<file path="config.mk">
export PLATFORM = sky130hd
export DESIGN_NAME = fifo_wr_arbiter
export DESIGN_NICKNAME = d
export VERILOG_FILES = /design/src/rtl/fifo_wr_arbiter.sv
export SDC_FILE = /design/constraint.sdc
export NUM_CORES = 1
export LEC_CHECK = 0
export ABC_AREA = 1
export BUFFER_PORTS_ARGS = -buffer_cell sky130_fd_sc_hd__buf_2
export CAP_MARGIN = 25
export CORE_UTILIZATION = 45
export DETAILED_ROUTE_END_ITERATION = 16
export PLACE_DENSITY = 0.85
export SYNTH_ARGS = -nofsm -noshare
export SYNTH_HDL_FRONTEND = slang
export SYNTH_SLANG_ARGS = --single-unit
</file>
<file path="constraint.sdc">
create_clock -name w_clk -period 4.1 [get_ports w_clk]
set_input_delay 0.615 -clock w_clk [delete_from_list [all_inputs] [get_ports w_clk]]
set_output_delay 0.615 -clock w_clk [all_outputs]
set_load 0.02 [all_outputs]
</file>
<file path="src/rtl/fifo_wr_arbiter.sv">
// Round-robin write arbiter: hands the FIFO write port to one requester at a time
// for a burst of up to BURST_LEN beats, with one arbitration cycle between bursts.
module fifo_wr_arbiter #(
   parameter int unsigned WIDTH     = 8,
   parameter int unsigned NUM_REQ   = 4,
   parameter int unsigned BURST_LEN = 4
) (
   input  logic                       w_clk,
   input  logic                       rst,
   input  logic [NUM_REQ-1:0]         req_valid,
   input  logic [NUM_REQ*WIDTH-1:0]   req_data,
   output logic [NUM_REQ-1:0]         req_ready,
   input  logic                       full,
   output logic                       wr_rq,
   output logic [WIDTH-1:0]           wdata,
   output logic [$clog2(NUM_REQ)-1:0] grant_id,
   output logic                       busy
);
   localparam int unsigned IdW  = $clog2(NUM_REQ);
   localparam int unsigned CntW = $clog2(BURST_LEN) + 1;
   localparam logic [CntW-1:0] LastBeat = CntW'(BURST_LEN);

   typedef enum logic [0:0] {StIdle, StGrant} state_e;

   state_e          state_q;
   logic [IdW-1:0]  grant_q;
   logic [IdW-1:0]  last_q;
   logic [CntW-1:0] cnt_q;
   logic [IdW-1:0]  winner;
   logic            cur_valid;

   // Walk the ring from farthest to nearest so the requester closest after
   // last_q is the final (winning) assignment.
   always_comb begin
      winner = last_q;
      for (int unsigned k = NUM_REQ; k >= 1; k--) begin
         if (req_valid[(32'(last_q) + k) % NUM_REQ]) begin
            winner = IdW'((32'(last_q) + k) % NUM_REQ);
         end
      end
   end

   assign cur_valid = req_valid[grant_q];

   always_comb begin
      req_ready = '0;
      if (state_q == StGrant && !full) begin
         req_ready[grant_q] = 1'b1;
      end
   end

   assign wr_rq    = cur_valid & req_ready[grant_q];
   assign wdata    = req_data[grant_q*WIDTH +: WIDTH];
   assign grant_id = grant_q;
   assign busy     = (state_q == StGrant);

   always_ff @(posedge w_clk or posedge rst) begin
      if (rst) begin
         state_q <= StIdle;
         grant_q <= '0;
         cnt_q   <= '0;
         last_q  <= IdW'(NUM_REQ - 1);
      end else begin
         case (state_q)
            StIdle: begin
               if (|req_valid) begin
                  grant_q <= winner;
                  cnt_q   <= '0;
                  state_q <= StGrant;
               end
            end
            StGrant: begin
               // A dropped valid ends the grant even while the FIFO is full.
               if (!cur_valid) begin
                  state_q <= StIdle;
                  last_q  <= grant_q;
               end else if (!full) begin
                  cnt_q <= cnt_q + 1'b1;
                  if (cnt_q + 1'b1 == LastBeat) begin
                     state_q <= StIdle;
                     last_q  <= grant_q;
                  end
               end
            end
            default: state_q <= StIdle;
         endcase
      end
   end

endmodule

</file>
==> flow_metrics.tcl <==
set metrics [dict create \
    cts.htree.levels 1 \
    critical_path.max_fanout 26 \
    std_cell_rows 15 \
    syn_area_per_cell_um2 6.18 \
    switching_share_of_power_pct 58.2 \
    chipWidth_um 45.2 \
    worst-endpoint-required_ps 3480 \
    synth_seq_cells 8 \
    grt_first_pass_wirelength_um 3740 \
    grt_setup_unrepaired "no" \
    drt-wirelength-per-cell_um 11.9 \
    comb_power_share_pct 67.3 \
    synthCells 136 \
    pin_count_of_the_biggest_net_entering_global_routing 27 \
    yosysWarningCount 0 \
    synth.cell_area_um2 841 \
    num_antenna_cells 0 \
    max_cap_violations 0 \
    internal-power_mw 0.371 \
    initial_utilization_pct 48.2 \
    switching_power_mw 0.517 \
    worstPathCellList "nand2_1 -> nor2_1 -> a31oi_1 -> nand2_2 -> nand2_2 -> inv_2 -> buf_2" \
    place_area_um2 1110 \
    post_cts_hold_buffer_count 0 \
    power.share.sequential_pct 24.9 \
    cp_slowest_cell "sky130_fd_sc_hd__dfrtp_1" \
    clk_pin_slew_ps 60 \
    final_period_minus_worst_setup_slack_ps 2660 \
    nets 230 \
    layout.filler_cells 174 \
    chipHeight_um 45.2 \
    vdd.ir_drop.worst_mv 0.468 \
    detailedRoute.firstPassIterationCount 4 \
    slew-limit-headroom_pct 37.7 \
    drive_above_1_share_pct 35.6 \
    netlist-cell-type-count 24 \
    globalplace.congestion 0.828 \
    hold_class "in -> async" \
    grt.total_usage_pct 24.8 \
    largest_delay_share_family_worst_path "flip-flops" \
    outcome "finished, final reports clean" \
    cp_slowest_stage_delay_ps 950 \
    antenna_violations_before_repair 0 \
    clock_sink_count 8 \
    postRouteWirelength_um 2530 \
    finalHoldViolations 0 \
    pwr_density_cell_nw_per_um2 779 \
    vias_per_cell 5.26 \
    synthesis.nets 177 \
    crit_top_cell "sky130_fd_sc_hd__nand2_2" \
    max_freq_mhz 376 \
    cts.root.buffer_cell "sky130_fd_sc_hd__clkbuf_4" \
    dr_total_vias 1121 \
    clock_skew_ps 5.80 \
    layout_stage_area_growth_over_the_synthesis_result_pct 35.7 \
    final_area_um2 1140 \
    setup_tns_ps 0 \
    tightest_slew_ps 934 \
    cts-buffers-inserted 3 \
    yosysSeqAreaShare_pct 24.1 \
    report.final.slew_viol_count 0 \
    drt_iter0_markers 19 \
    cts_setup_buffers 0 \
    min_period_over_period_pct 65.0 \
    utilization_pct 65.4 \
    number_of_buffers_on_the_longest_clock_path 2 \
    clkLatencyLatePin_ps 270 \
    postCtsResizedCells 0 \
    drc 0 \
    count_of_endpoints_failing_setup_in_the_final_report 0 \
    fp.coreArea_um2 1750 \
    first_global_vias 935 \
    ff2ff_setup_slack_ps 2280 \
    cts_tree "done" \
    grt_overflow 0 \
    timing.critical_path.to_type "primary output" \
    io_buffers 54 \
    floorplan.io_pins 55 \
    fp.dieArea_um2 2050 \
    cp_num_buf_inv 2 \
    worst_setup_path_start_kind "register" \
    clock_power_share_pct 7.8 \
    drtAntennaViolNets 0 \
    dp.final_hpwl_um 1920 \
    cellLeakagePower_nw 0.690 \
    path_class "reg -> out" \
    endpoint_arrival_time_on_the_critical_path_ps 2050 \
]
-- cell families after synthesis --
family	synth area share [%]
compound gates	12.4
fa+ha+maj	2.98
simple gates	49.6
flops	24.1
buf+inv	9.97
xor+xnor	1.04
-- area by class of cell --
class / count / area [µm²] / share of cell area (%)
Multi-Input combinational cell: 107 / 554 / 48.6
Timing Repair Buffer: 54 / 270 / 23.7
Sequential cell: 8 / 203 / 17.8
Inverter: 15 / 56.3 / 4.93
Tap cell: 25 / 31.3 / 2.74
Clock buffer: 4 / 26.3 / 2.30
-- final timing paths --
kind | from | to | cells after the start
worst max-delay path | grant_id[1] | wr_rq | 7
worst min-delay path | rst | cnt_q[0] | 2
worst max register to register | grant_id[1] | cnt_q[2] | 7
worst min register to register | last_q[1] | last_q[1] | 2
max in group asynchronous | rst | last_q[0] | 2
min in group w_clk | last_q[1] | last_q[1] | 2
-- registers in the layout, summed over array words and instances, names as in the netlist --
name / cells
grant_id: 2
cnt_q: 3
last_q: 2
busy: 1
-- placed cells by master (no fill, tap or decap), types with 2 or more instances in the layout --
cell type	instances
sky130_fd_sc_hd__a21oi_1	2
sky130_fd_sc_hd__a22oi_1	8
sky130_fd_sc_hd__buf_2	54
sky130_fd_sc_hd__clkbuf_4	3
sky130_fd_sc_hd__dfrtp_1	6
sky130_fd_sc_hd__dfstp_2	2
sky130_fd_sc_hd__ha_1	2
sky130_fd_sc_hd__inv_1	13
sky130_fd_sc_hd__inv_2	2
sky130_fd_sc_hd__nand2_1	40
sky130_fd_sc_hd__nand2_2	3
sky130_fd_sc_hd__nand3_1	34
sky130_fd_sc_hd__nor2_1	6
sky130_fd_sc_hd__nor3_1	2
sky130_fd_sc_hd__o21ai_1	2
-- cells in the mapped netlist --
cell type | number | area share [%]
sky130_fd_sc_hd__dfrtp_1 | 6 | 18
sky130_fd_sc_hd__nand3_1 | 34 | 20
sky130_fd_sc_hd__buf_4 | 1 | 0.89
sky130_fd_sc_hd__buf_2 | 1 | 0.59
sky130_fd_sc_hd__nor2_4 | 1 | 1.3
sky130_fd_sc_hd__inv_2 | 2 | 0.89
sky130_fd_sc_hd__nand4_1 | 1 | 0.74
sky130_fd_sc_hd__nand2_1 | 40 | 18
sky130_fd_sc_hd__a31oi_1 | 1 | 0.74
sky130_fd_sc_hd__ha_1 | 2 | 3.0
sky130_fd_sc_hd__nand3b_1 | 1 | 0.89
sky130_fd_sc_hd__clkbuf_1 | 4 | 1.8
sky130_fd_sc_hd__a21oi_1 | 2 | 1.2
sky130_fd_sc_hd__nor2_8 | 1 | 2.4
sky130_fd_sc_hd__o21ai_1 | 2 | 1.2
sky130_fd_sc_hd__a22oi_1 | 8 | 7.1
sky130_fd_sc_hd__nand2_2 | 3 | 2.2
sky130_fd_sc_hd__inv_1 | 13 | 5.8
sky130_fd_sc_hd__nor2_1 | 6 | 2.7
sky130_fd_sc_hd__dfstp_2 | 2 | 6.2
sky130_fd_sc_hd__o21ai_0 | 1 | 0.59
sky130_fd_sc_hd__a22oi_2 | 1 | 1.5
sky130_fd_sc_hd__nor3_1 | 2 | 1.2
sky130_fd_sc_hd__xor2_1 | 1 | 1.0
-- through the flow --
stage	cells	hold slack, ps	worst slack [ps]	power (mW)
floorplan	136	429	2090	0.656
CTS	213	281	1450	0.887
detailed placement	209	494	1740	0.814
global placement	209	492	1830	0.791
finish	213	280	1440	0.889
global route	213	311	1230	0.974
-- power groups by stage --
stage	logic (mW)	registers [mW]	clock network [mW]
2_1_floorplan	0.485	0.171	0
3_3_place_gp	0.576	0.215	0
3_5_place_dp	0.593	0.221	0
4_1_cts	0.597	0.219	0.0715
5_1_grt	0.670	0.230	0.0734
6_report	0.598	0.221	0.0693
-- per-layer routing --
| layer | share of wire (%) | vias to the layer above | GRT usage (%) | wire (µm) |
|---|---|---|---|---|
| met5 | 0 | - | 0 | 0 |
| met2 | 51 | 45 | 43.5 | 1300 |
| li1 | - | 564 | - | - |
| met3 | 5.3 | 5 | 2.80 | 135 |
| met1 | 42 | 507 | 31.2 | 1050 |
| met4 | 1.5 | 0 | 9.09 | 38 |
Note: power is estimated with default switching activity, not from simulation.
